$ cat src/rtl/drum_mult_pipe.sv
// drum_mult_pipe: pipelined DRUM-K approximate / exact multiplier.
// Operand pairs arrive on a valid/ready stream and results leave on another
// valid/ready stream, three clock edges after the accepting edge.
// Signed operands are reduced to magnitudes, multiplied, then sign-restored.
// One enable (w_advance) moves every stage at once. The whole pipe freezes
// only when the output register holds a result the consumer has not taken.

module drum_mult_pipe #(
   parameter int N     = 16,
   parameter int M     = 16,
   parameter int K     = 6,
   parameter int TAG_W = 4
) (
   input  logic             clk,
   input  logic             rst,
   input  logic             in_valid,
   output logic             in_ready,
   input  logic [N-1:0]     in_a,
   input  logic [M-1:0]     in_b,
   input  logic             in_signed,
   input  logic             in_approx,
   input  logic [TAG_W-1:0] in_tag,
   output logic             out_valid,
   input  logic             out_ready,
   output logic [N+M-1:0]   out_r,
   output logic [TAG_W-1:0] out_tag
);

   localparam int W   = N + M;
   localparam int SHW = $clog2(W + 1);
   localparam logic [SHW-1:0] K_SH = SHW'(K);

   // ------------------------------------------------------------------
   // Helper functions
   // ------------------------------------------------------------------

   // Index of the most significant set bit (0 for a zero input).
   function automatic logic [SHW-1:0] lead_one(input logic [W-1:0] x);
      logic [SHW-1:0] pos;
      pos = '0;
      for (int i = 0; i < W; i++) begin
         if (x[i]) begin
            pos = SHW'(i);
         end
      end
      return pos;
   endfunction

   // DRUM shift amount: 0 when x is zero or its leading one sits below K,
   // otherwise the number of bits dropped under the K-bit window.
   function automatic logic [SHW-1:0] drum_shift(input logic [W-1:0] x);
      logic [SHW-1:0] t;
      logic [SHW-1:0] sh;
      t = lead_one(x);
      if ((x == '0) || (t < K_SH)) begin
         sh = '0;
      end else begin
         sh = t - K_SH + SHW'(1);
      end
      return sh;
   endfunction

   // DRUM mantissa: the K-bit window at the leading one. When bits were
   // dropped, the window LSB is forced to 1 to unbias the truncation.
   function automatic logic [K-1:0] drum_mant(input logic [W-1:0] x,
                                              input logic [SHW-1:0] sh);
      logic [K-1:0] m;
      m = K'(x >> sh);
      if (sh != '0) begin
         m[0] = 1'b1;
      end
      return m;
   endfunction

   // ------------------------------------------------------------------
   // Stall control
   // ------------------------------------------------------------------
   logic w_advance;

   logic             r_out_valid;
   logic [W-1:0]     r_out_r;
   logic [TAG_W-1:0] r_out_tag;

   // Whole pipe moves unless a finished result is waiting on the consumer.
   always_comb begin
      w_advance = (~r_out_valid) | out_ready;
   end

   assign in_ready  = w_advance;
   assign out_valid = r_out_valid;
   assign out_r     = r_out_r;
   assign out_tag   = r_out_tag;

   // ------------------------------------------------------------------
   // S0: capture the raw transaction
   // ------------------------------------------------------------------
   logic             r0_valid;
   logic [N-1:0]     r0_a;
   logic [M-1:0]     r0_b;
   logic             r0_signed;
   logic             r0_approx;
   logic [TAG_W-1:0] r0_tag;

   // Register the accepted operand pair and its per-transaction controls.
   always_ff @(posedge clk or posedge rst) begin
      if (rst) begin
         r0_valid  <= 1'b0;
         r0_a      <= '0;
         r0_b      <= '0;
         r0_signed <= 1'b0;
         r0_approx <= 1'b0;
         r0_tag    <= '0;
      end else if (w_advance) begin
         r0_valid  <= in_valid;
         r0_a      <= in_a;
         r0_b      <= in_b;
         r0_signed <= in_signed;
         r0_approx <= in_approx;
         r0_tag    <= in_tag;
      end
   end

   // ------------------------------------------------------------------
   // S1: magnitudes, result sign, leading-one detect
   // ------------------------------------------------------------------
   logic           w_neg_a;
   logic           w_neg_b;
   logic [N-1:0]   w_mag_a;
   logic [M-1:0]   w_mag_b;
   logic [SHW-1:0] w_sh_a;
   logic [SHW-1:0] w_sh_b;

   // Two's-complement magnitudes; -2^(N-1) maps to 2^(N-1) in N bits.
   always_comb begin
      w_neg_a = r0_signed & r0_a[N-1];
      w_neg_b = r0_signed & r0_b[M-1];
      if (w_neg_a) begin
         w_mag_a = (~r0_a) + N'(1);
      end else begin
         w_mag_a = r0_a;
      end
      if (w_neg_b) begin
         w_mag_b = (~r0_b) + M'(1);
      end else begin
         w_mag_b = r0_b;
      end
      w_sh_a = drum_shift(W'(w_mag_a));
      w_sh_b = drum_shift(W'(w_mag_b));
   end

   logic             r1_valid;
   logic [N-1:0]     r1_mag_a;
   logic [M-1:0]     r1_mag_b;
   logic [SHW-1:0]   r1_sh_a;
   logic [SHW-1:0]   r1_sh_b;
   logic             r1_neg;
   logic             r1_approx;
   logic [TAG_W-1:0] r1_tag;

   // Register magnitudes, DRUM shift amounts, sign, mode and tag.
   always_ff @(posedge clk or posedge rst) begin
      if (rst) begin
         r1_valid  <= 1'b0;
         r1_mag_a  <= '0;
         r1_mag_b  <= '0;
         r1_sh_a   <= '0;
         r1_sh_b   <= '0;
         r1_neg    <= 1'b0;
         r1_approx <= 1'b0;
         r1_tag    <= '0;
      end else if (w_advance) begin
         r1_valid  <= r0_valid;
         r1_mag_a  <= w_mag_a;
         r1_mag_b  <= w_mag_b;
         r1_sh_a   <= w_sh_a;
         r1_sh_b   <= w_sh_b;
         r1_neg    <= w_neg_a ^ w_neg_b;
         r1_approx <= r0_approx;
         r1_tag    <= r0_tag;
      end
   end

   // ------------------------------------------------------------------
   // S2: mantissas and partial product
   // ------------------------------------------------------------------
   logic [K-1:0]   w_mant_a;
   logic [K-1:0]   w_mant_b;
   logic [W-1:0]   w_pprod;
   logic [SHW-1:0] w_sh_sum;

   // Approx mode multiplies the K-bit mantissas; exact mode the magnitudes.
   always_comb begin
      w_mant_a = drum_mant(W'(r1_mag_a), r1_sh_a);
      w_mant_b = drum_mant(W'(r1_mag_b), r1_sh_b);
      if (r1_approx) begin
         w_pprod  = W'(w_mant_a) * W'(w_mant_b);
         w_sh_sum = r1_sh_a + r1_sh_b;
      end else begin
         w_pprod  = W'(r1_mag_a) * W'(r1_mag_b);
         w_sh_sum = '0;
      end
   end

   logic             r2_valid;
   logic [W-1:0]     r2_prod;
   logic [SHW-1:0]   r2_sh;
   logic             r2_neg;
   logic [TAG_W-1:0] r2_tag;

   // Register the partial product with its pending left shift.
   always_ff @(posedge clk or posedge rst) begin
      if (rst) begin
         r2_valid <= 1'b0;
         r2_prod  <= '0;
         r2_sh    <= '0;
         r2_neg   <= 1'b0;
         r2_tag   <= '0;
      end else if (w_advance) begin
         r2_valid <= r1_valid;
         r2_prod  <= w_pprod;
         r2_sh    <= w_sh_sum;
         r2_neg   <= r1_neg;
         r2_tag   <= r1_tag;
      end
   end

   // ------------------------------------------------------------------
   // S3: rescale, sign restore, output register
   // ------------------------------------------------------------------
   logic [W-1:0] w_shifted;
   logic [W-1:0] w_result;

   // Shift back to full scale; negating zero stays zero.
   always_comb begin
      w_shifted = r2_prod << r2_sh;
      if (r2_neg) begin
         w_result = (~w_shifted) + W'(1);
      end else begin
         w_result = w_shifted;
      end
   end

   // Output register; data only reloads when a real result arrives.
   always_ff @(posedge clk or posedge rst) begin
      if (rst) begin
         r_out_valid <= 1'b0;
         r_out_r     <= '0;
         r_out_tag   <= '0;
      end else if (w_advance) begin
         r_out_valid <= r2_valid;
         if (r2_valid) begin
            r_out_r   <= w_result;
            r_out_tag <= r2_tag;
         end
      end
   end

endmodule

$ cat config.mk
export PLATFORM = sky130hd
export DESIGN_NAME = drum_mult_pipe
export DESIGN_NICKNAME = d
export VERILOG_FILES = /design/src/rtl/drum_mult_pipe.sv
export SDC_FILE = /design/constraint.sdc
export NUM_CORES = 1
export LEC_CHECK = 0
export ABC_AREA = 1
export BUFFER_PORTS_ARGS = -buffer_cell sky130_fd_sc_hd__buf_2
export CORE_ASPECT_RATIO = 0.75
export CORE_MARGIN = 4
export CORE_UTILIZATION = 35
export DETAILED_ROUTE_END_ITERATION = 12
export GPL_TIMING_DRIVEN = 0
export MAX_ROUTING_LAYER = met4
export PLACE_DENSITY = 0.54
export SYNTH_ARGS = -nofsm -noshare
export SYNTH_HDL_FRONTEND = slang
export SYNTH_SLANG_ARGS = --single-unit
$ cat constraint.sdc
create_clock -name clk -period 15.9 [get_ports clk]
set_input_delay 0 -clock clk [delete_from_list [all_inputs] [get_ports clk]]
set_output_delay 0 -clock clk [all_outputs]
set_load 0.05 [all_outputs]
* Word level (Yosys, flattened, before mapping)
Cells that the tools add are included.
** Word-level totals
- Register bits after elaboration :: 171
- Word-level logic and storage cells :: 91
- Output and inout port bits :: 38
** Operators by class
- Bitwise operators :: 8
- Shift-type cells :: 3
- $lt $le $gt $ge :: 2
- Multiply operators :: 2
- Add/sub/neg operators :: 8
- Multiplexer cells :: 39
- Reduce and logical (&&, ||, !) cells :: 7
** Operators with widths (number)
- two-way mux 6 bit :: 31
- two-way mux 32 bit :: 2
- adder 16 x 1 -> 16 bit (second input constant) :: 2
- adder 32 x 1 -> 32 bit (second input constant) :: 1
- logical NOT 16 bit :: 2
- multiplier 16 x 16 -> 32 bit :: 1
- two-way mux 16 bit :: 2
- inverter 16 bit :: 2
- inverter 32 bit :: 1
- left shift 32 x 6 -> 32 bit :: 1
- right shift 16 x 6 -> 6 bit :: 2
- adder 6 x 1 -> 6 bit (second input constant) :: 2
- less-than comparator 6 x 3 -> 1 bit (second input constant) :: 2
- multiplier 6 x 6 -> 12 bit :: 1
- nonzero test 6 bit :: 2
- subtractor 6 x 3 -> 6 bit (second input constant) :: 2
- adder 6 bit :: 1
- two-way mux 1 bit :: 4
- AND 1 bit :: 2
- logical OR 1 bit :: 2
- AND reduction 2 bit :: 1
- inverter 1 bit :: 1
- bitwise OR 1 bit :: 1
- XOR 1 bit :: 1

* Depth between registers and ports, before layout
Gate-level depths: netlist of run 1.
- Word-level depth :: 21
- Mapped depth :: 32
- Gate-level depth less buffers :: 31

* Least setup slack after synthesis of run 1
OpenSTA, ideal clock, no wires.
- Path kind :: register to register
- From :: reg r1_mag_a[10]
- To :: reg r2_prod[28]
- Stages on the path, launching flop included :: 23
- Setup time :: 0.118 ns
- Data required time :: 15.782 ns
- Setup slack :: 10.279 ns
- Buffers on the path :: 2
- Period minus slack after synthesis :: 5.621 ns
- Data arrival time :: 5.503 ns
- Cells stage by stage :: dfrtp_1 > clkbuf_1 > clkbuf_1 > nand2_1 > fa_1 > fa_1 > fa_1 > fa_1 > inv_1 > fa_1 > inv_1 > fa_1 > inv_1 > ha_1 > a21oi_1 > o21ai_0 > a21o_1 > a21oi_1 > o21ai_0 > nand2_1 > nand4_1 > nand3_1 > nand2_1
** Between the ends
- Longest elaborated chain between the ends :: 2
** Ends and longest elaborated chain
- from (decl) :: RTL line 152 : logic [N-1:0] r1_mag_a;
- from (signal assigned) :: RTL line 173 : r1_mag_a <= w_mag_a;
- multiplier 16 x 16 -> 32 bit :: RTL line 199 : w_pprod = W'(r1_mag_a) * W'(r1_mag_b);
- two-way mux 32 bit :: RTL line 195 : if (r1_approx) begin
- to (signal assigned) :: RTL line 220 : r2_prod <= w_pprod;
- to (decl) :: RTL line 205 : logic [W-1:0] r2_prod;
No other way between the ends.
A chain may end at the register's enable or synchronous reset.

* Final worst setup path of run 1
- From :: reg r1_mag_a[14]
- To :: reg r2_prod[28]
The elaborated chain is that of the path after synthesis.

==> results.py, run 1 <==
metrics = {
    "floorplanning": {
        "coreArea_sq_um": 59200,
        "die_w_um": 291,
        "start_util_pct": 35.5,
        "top_level_ports": 80,
        "rows": 77,
        "die_height_um": 220,
        "floorplan.die_area_sq_um": 64100,
    },
    "sta": {
        "post-route-min-period_ps": 7160,
        "final.period_utilization_pct": 45.1,
        "timing.max_slew.rel_slack_pct": 32.3,
        "finalSetupTns_ps": 0,
        "max_freq_mhz": 140,
        "timing.final.hold_violations": 0,
        "timing_worst_slew_pin_value_ps": 1020,
        "finalSetupViolations": 0,
        "hold_slack_ps": 204,
        "slew_violations": 0,
        "grt_setup_unrepaired": "no",
        "fin_skew_ps": 21.3,
    },
    "yosys": {
        "synth_cell_types": 49,
        "synth_async_sr_flop_share_pct": 100,
        "synthesis.area_per_instance_sq_um": 7.06,
        "synthTopCellsByCount": "sky130_fd_sc_hd__nand2_1, sky130_fd_sc_hd__inv_1, sky130_fd_sc_hd__nand3_1",
        "yosys.area.top_type_share_pct": 20.3,
        "synthDominantAreaCellType": "sky130_fd_sc_hd__dfrtp_1",
        "synth.ff_latch_count": 171,
        "synthMostInstantiatedCell": "sky130_fd_sc_hd__nand2_1",
        "yosysWarningCount": 0,
        "synth_flop_cell": "sky130_fd_sc_hd__dfrtp_1",
        "synth.area.top_cells": "sky130_fd_sc_hd__dfrtp_1, sky130_fd_sc_hd__fa_1, sky130_fd_sc_hd__nand2_1",
        "synthCells": 2979,
        "mappedNetlistArea_sq_um": 21000,
        "synth.yosys.seq_area_share_pct": 20.3,
        "syn_nets": 3369,
        "count_of_flip_flops_with_a_built_in_enable_after_synthesis": 0,
    },
    "clock_tree": {
        "post_cts_hold_buffer_count": 40,
        "post_cts_resized": 0,
        "htree_num_levels": 4,
        "cts_tree": "done",
        "clkTransAtPathRegs_ps": 80,
        "post_cts.repair.setup_buffers": 0,
        "insertion_delay_ps": 470,
        "cts_buffers": 17,
        "numClockSinks": 171,
        "cts-root-buf": "sky130_fd_sc_hd__clkbuf_16",
        "cts_max_path_buffers": 2,
    },
    "final_layout": {
        "drive_above_1_share_pct": 6.68,
        "final_cell_area_sq_um": 23500,
        "filler_cell_count": 6364,
        "stdcell_count": 3922,
        "layout.nets": 3508,
        "area_growth_syn_to_layout_pct": 11.6,
    },
    "global_routing": {
        "antenna_found_initial": 1,
        "grt.total_usage_pct": 21.6,
        "grt_pass1_vias": 18546,
        "grt_pass1_wl_mm": 106,
        "grt_start_max_net_pins": 107,
        "grt.overflow.total": 0,
    },
    "status": {
        "run_status": "finished, final reports clean",
    },
    "place": {
        "post-dp-hpwl_mm": 52.7,
        "gp_routability_congestion": 0.924,
        "placement.io_buffers": 79,
        "area_post_placement_sq_um": 22400,
        "placedCellCount": 3849,
    },
    "worst_hold_path": {
        "worst_hold_path_type": "in2reg",
        "hold_depth": 5,
        "min_from": "out_ready",
    },
    "routing": {
        "detailroute.via_count": 19158,
        "route.top_layer_used": "met4",
        "aggregate_routed_wire_length_mm": 66.3,
        "met3RoutedLength_mm": 3.69,
        "drt_iter0_markers": 1559,
        "drt-pass1-iter-count": 7,
        "route.detailed.vias_per_inst": 4.88,
        "detail_route.wl_per_cell_um": 16.9,
        "post-route-drc-count": 0,
        "route.met2.wl_mm": 27.3,
        "ant_nets": 0,
        "routedLengthMet1_mm": 34.6,
    },
    "critical_path": {
        "r2r.worst_path.cells": 24,
        "crit_path_max_fanout": 10,
        "regToRegStartpoint": "r1_mag_a[14]",
        "path_class": "reg2reg",
        "timing.critical_path.from_type": "flip-flop",
        "worst_ep_required_time_ps": 16250,
        "cp-end-kind": "flip-flop",
        "timing.critical_path.arrival_ps": 7520,
        "timing.critical_path.from": "r1_mag_a[14]",
    },
    "flow_run": {
        "maxCapViolations": 0,
    },
}
state kept, by name (all words and copies together) (netlist names), 6 cells and up:
register  cells
r1_mag_b     16
r0_a         16
r2_prod      32
out_r        32
r0_b         16
r1_sh_b       6
r1_mag_a     16
r1_sh_a       6
r2_sh         6
metal layers:
metal,up-vias,global-route usage [%]
met1,9114,32.8
met4,0,3.16
met3,38,2.68
met2,549,31.3
li1,9457,-
met5,-,-
cell families (layout without fill, tap and decap cells):
group	Yosys count	in the layout	synth area share, %
AOI/OAI and AO/OA	336	336	8.66
xor gates and xnor gates	48	48	2.00
adders and majority gates	348	348	28.3
buffers and inverters	707	859	13.1
DFF	171	171	20.3
muxes	1	1	0.0476
other	0	1	0
and+or+nand+nor	1368	1368	27.6
worst paths after layout:
path	end	slack, ps
setup reg to reg	r2_prod[28]	8740
hold / removal	out_r[19]	200
max in group asynchronous	out_r[12]	14850
setup / recovery	r2_prod[28]	8740
min in group asynchronous	r0_a[13]	220
hold reg to reg	out_valid	470
cell type report:
class / count / area (sq um) / share of cell area, %
antenna: 1 / 2.50 / 0.0107
buffer: 154 / 673 / 2.87
clock buffer: 18 / 439 / 1.87
clock inverter: 14 / 176 / 0.752
inverter: 553 / 2090 / 8.89
multi-input combinational: 2101 / 14000 / 59.7
sequential: 171 / 4280 / 18.2
tap: 790 / 988 / 4.21
timing repair buffer: 120 / 823 / 3.51
layout by cell type (no fill, tap or decap), drive strengths merged, types with 3 or more instances in the layout:
cell / netlist / routed
a21o: 5 / 5
a21oi: 74 / 74
a221oi: 3 / 3
a31oi: 17 / 17
buf: 51 / 131
clkbuf: 103 / 121
clkinv: 2 / 6
dfrtp: 171 / 171
dlygate4sd3: 0 / 40
fa: 212 / 212
ha: 136 / 136
inv: 551 / 559
nand2: 880 / 880
nand3: 293 / 293
nand4: 12 / 12
nor2: 156 / 156
nor3: 17 / 17
o211ai: 14 / 14
o21a: 3 / 3
o21ai: 202 / 202
o221ai: 3 / 3
o22ai: 6 / 6
or2: 5 / 5
xnor2: 23 / 23
xor2: 25 / 25
per-stage QoR:
stage / utilization [%] / setup slack (ps)
2_1_floorplan: - / 10280
3_3_place_gp: 37.9 / 8800
3_5_place_dp: 37.9 / 8740
4_1_cts: 39.7 / 8750
5_1_grt: 39.7 / 8340
6_report: 39.7 / 8740
critical path, cell delays in order, from the launching register on:
cell                       delay [ps]
sky130_fd_sc_hd__dfrtp_1          330
sky130_fd_sc_hd__clkbuf_1         660
sky130_fd_sc_hd__clkbuf_1         600
sky130_fd_sc_hd__nand2_1          180
sky130_fd_sc_hd__fa_1             590
sky130_fd_sc_hd__fa_1             560
sky130_fd_sc_hd__inv_1             50
sky130_fd_sc_hd__fa_1             500
sky130_fd_sc_hd__fa_1             520
sky130_fd_sc_hd__fa_1             490
sky130_fd_sc_hd__inv_1             50
sky130_fd_sc_hd__fa_1             520
sky130_fd_sc_hd__inv_1             60
sky130_fd_sc_hd__ha_1             390
sky130_fd_sc_hd__a21oi_1           90
sky130_fd_sc_hd__inv_1             80
sky130_fd_sc_hd__a31oi_1          110
sky130_fd_sc_hd__o21ai_0          350
sky130_fd_sc_hd__a21oi_1          110
sky130_fd_sc_hd__o21ai_0          360
sky130_fd_sc_hd__nand2_1          150
sky130_fd_sc_hd__nand3_1          100
sky130_fd_sc_hd__nand2_1           50
sky130_fd_sc_hd__nand3_1           60
sky130_fd_sc_hd__nand2_1           60
Power of run 1 is left out: the tool's default activity adds up to more than one toggle a clock period on the data nets, which glitch-free logic cannot reach.
==> run 2, diff against run 1 <==
--- a/config.mk
+++ b/config.mk
@@ -13,7 +13,7 @@
 export DETAILED_ROUTE_END_ITERATION = 12
 export GPL_TIMING_DRIVEN = 0
 export MAX_ROUTING_LAYER = met4
-export PLACE_DENSITY = 0.54
+export PLACE_DENSITY = 0.56
 export SYNTH_ARGS = -nofsm -noshare
 export SYNTH_HDL_FRONTEND = slang
 export SYNTH_SLANG_ARGS = --single-unit
==> constraint.sdc (replaced) <==
create_clock -name clk -period 6 [get_ports clk]
set_input_delay 0 -clock clk [delete_from_list [all_inputs] [get_ports clk]]
set_output_delay 0 -clock clk [all_outputs]
set_load 0.05 [all_outputs]
==> run 2 against run 1 <==
Net effect: count of clock-buffer cells in the layout shrank 1; non-clock buffer count up 5; worst setup slack worse by 8500 ps; via count up 0.64%; first-iteration DRC count rose by 5.7%; global-route usage down 0.061 points; register-to-register slack lost 8500 ps; clock skew down 4.5 ps; hold slack got worse by 120 ps; critical path type unchanged.
==> results.py, run 2 (synthesis gave the netlist of run 1 again) <==
metrics = {
    "status": {
        "run_status": "finished, final reports clean",
    },
    "routing": {
        "detailroute.via_count": 19281,
        "detail_route.wl_per_cell_um": 16.9,
        "ant_nets": 0,
        "route.detailed.vias_per_inst": 4.91,
        "drt-pass1-iter-count": 7,
        "post-route-drc-count": 0,
        "drt_iter0_markers": 1648,
        "aggregate_routed_wire_length_mm": 66.2,
    },
    "global_routing": {
        "antenna_found_initial": 0,
        "grt_start_max_net_pins": 122,
        "grt.overflow.total": 0,
        "busiest_metal_layer_after_global_routing": "met1",
        "met1_capacity_usage_during_global_routing_pct": 32.4,
        "grt_pass1_vias": 18408,
        "global_route.usage.met2_pct": 29.9,
        "grt_pass1_wl_mm": 105,
        "grt.met3_usage_pct": 4.25,
        "grt.total_usage_pct": 21.5,
    },
    "sta": {
        "hold_slack_ps": 82.2,
        "timing.final.hold_violations": 0,
        "timing_worst_slew_pin_value_ps": 1000,
        "finalSetupViolations": 0,
        "layout_setup_ws_ps": 220,
        "final.period_utilization_pct": 96.3,
        "timing.max_slew.rel_slack_pct": 33.4,
        "fin_skew_ps": 16.8,
        "slew_violations": 0,
        "max_freq_mhz": 173,
        "post-route-min-period_ps": 5780,
        "finalSetupTns_ps": 0,
    },
    "critical_path": {
        "critical-path-slowest-cell": "sky130_fd_sc_hd__fa_2",
        "cp-end-kind": "flip-flop",
        "crit_cells": 24,
        "setup.reg_to_reg.worst_slack_ps": 220,
        "regToRegStartpoint": "r1_mag_b[11]",
        "crit_path_max_fanout": 10,
        "path_class": "reg2reg",
        "slowest_delay_ps": 560,
        "rr_endpoint": "r2_prod[29]",
        "cp_num_buf_inv": 5,
        "timing.critical_path.cells": "buf_4 > nand2_1 > fa_1 > inv_1 > fa_1 > fa_1 > fa_1 > fa_1 > inv_1 > fa_2 > inv_1 > ha_4 > a21oi_1 > inv_1 > a31oi_4 > o21ai_2 > a21o_1 > nand3_1 > nand2_1 > nand2_1 > nand2_1 > nand2_1 > nand2_1 > o21ai_1",
        "critical_path.top_delay_family": "adder cells",
        "timing.critical_path.from_type": "flip-flop",
        "worst_ep_required_time_ps": 6390,
        "r2r.worst_path.cells": 24,
        "most_frequent_cell_on_the_critical_path": "sky130_fd_sc_hd__nand2_1",
        "timing.critical_path.arrival_ps": 6170,
    },
    "final_layout": {
        "area_growth_syn_to_layout_pct": 14.2,
        "filler_cell_count": 6281,
        "stdcell_count": 3925,
        "drive_above_1_share_pct": 10.8,
        "layout.nets": 3513,
        "layout.cells.most_common_list": "sky130_fd_sc_hd__nand2_1, sky130_fd_sc_hd__inv_1, sky130_fd_sc_hd__nand3_1",
        "num_antenna_cells": 0,
        "final_common_cell": "sky130_fd_sc_hd__nand2_1",
    },
    "clock_tree": {
        "htree_num_levels": 4,
        "clkTransAtPathRegs_ps": 70,
        "cts-root-buf": "sky130_fd_sc_hd__clkbuf_16",
        "cts_tree": "done",
        "insertion_delay_ps": 470,
        "cts_max_path_buffers": 2,
        "cts_buffers": 17,
        "numClockSinks": 171,
    },
    "floorplanning": {
        "die_w_um": 291,
        "start_util_pct": 35.5,
        "die_height_um": 220,
        "top_level_ports": 80,
        "floorplan.die_area_sq_um": 64100,
        "rows": 77,
        "coreArea_sq_um": 59200,
    },
    "place": {
        "gp_routability_congestion": 0.953,
        "post-dp-hpwl_mm": 52.0,
        "placement.io_buffers": 79,
        "dp_worst_setup_slack_ps": -968,
        "placedCellCount": 3849,
    },
    "worst_hold_path": {
        "worst_hold_path_type": "in2async",
    },
    "flow_run": {
        "maxCapViolations": 0,
    },
}
-- run 2: worst max-delay path by stage --
stage | slack [ps] | endpoint | start
floorplan | 380 | r2_prod[28] | r1_mag_a[10]
global placement | -990 | r2_prod[28] | r1_mag_a[14]
detailed placement | -970 | r2_prod[28] | r1_mag_a[8]
CTS | -20 | r2_prod[28] | r1_mag_a[10]
global route | -30 | r2_prod[28] | r1_mag_a[10]
finish | 220 | r2_prod[29] | r1_mag_b[11]
-- run 2: layer usage --
metal	vias up	routed length, um	part of all wire [%]
met5	-	0	0
met2	579	26900	41
met4	0	982	1.5
met1	9199	33600	51
met3	54	4810	7.3
li1	9449	-	-
-- run 2: layout make-up --
class                      instances  area (sq um)  share of cell area (%)
multi-input combinational       2101         14200                    59.0
timing repair buffer             161          1150                    4.80
buffer                           118           681                    2.83
clock inverter                    14           184                   0.766
inverter                         553          2090                    8.70
clock buffer                      17           425                    1.77
sequential                       171          4330                    18.0
tap                              790           988                    4.12
-- run 2: worst register-to-register path, delay by kind of cell, from the launching register on --
family,cells,cell delay [ps]
fa+ha+maj,7,3340
compound gates,5,740
buf+inv,5,570
flops,1,540
simple gates,7,520
-- run 2: metrics by stage --
stage | utilization (%) | instance area (sq um)
after floorplan | - | 21000
after global placement | 37.9 | 22400
after detailed placement | 37.9 | 22400
after CTS | 39.9 | 23600
after global routing | 40.6 | 24000
final | 40.6 | 24000
-- run 2: what timing repair did --
action                                  4_1_cts  5_1_grt
pin swaps                                     0        4
buffers inserted                             17       23
hold buffers                                 40        0
endpoints found under the setup margin       22       17
endpoints found under the hold margin        89        0
resized for setup                            84       70
gates cloned                                  0        1
Power of run 2 is left out for the same reason.
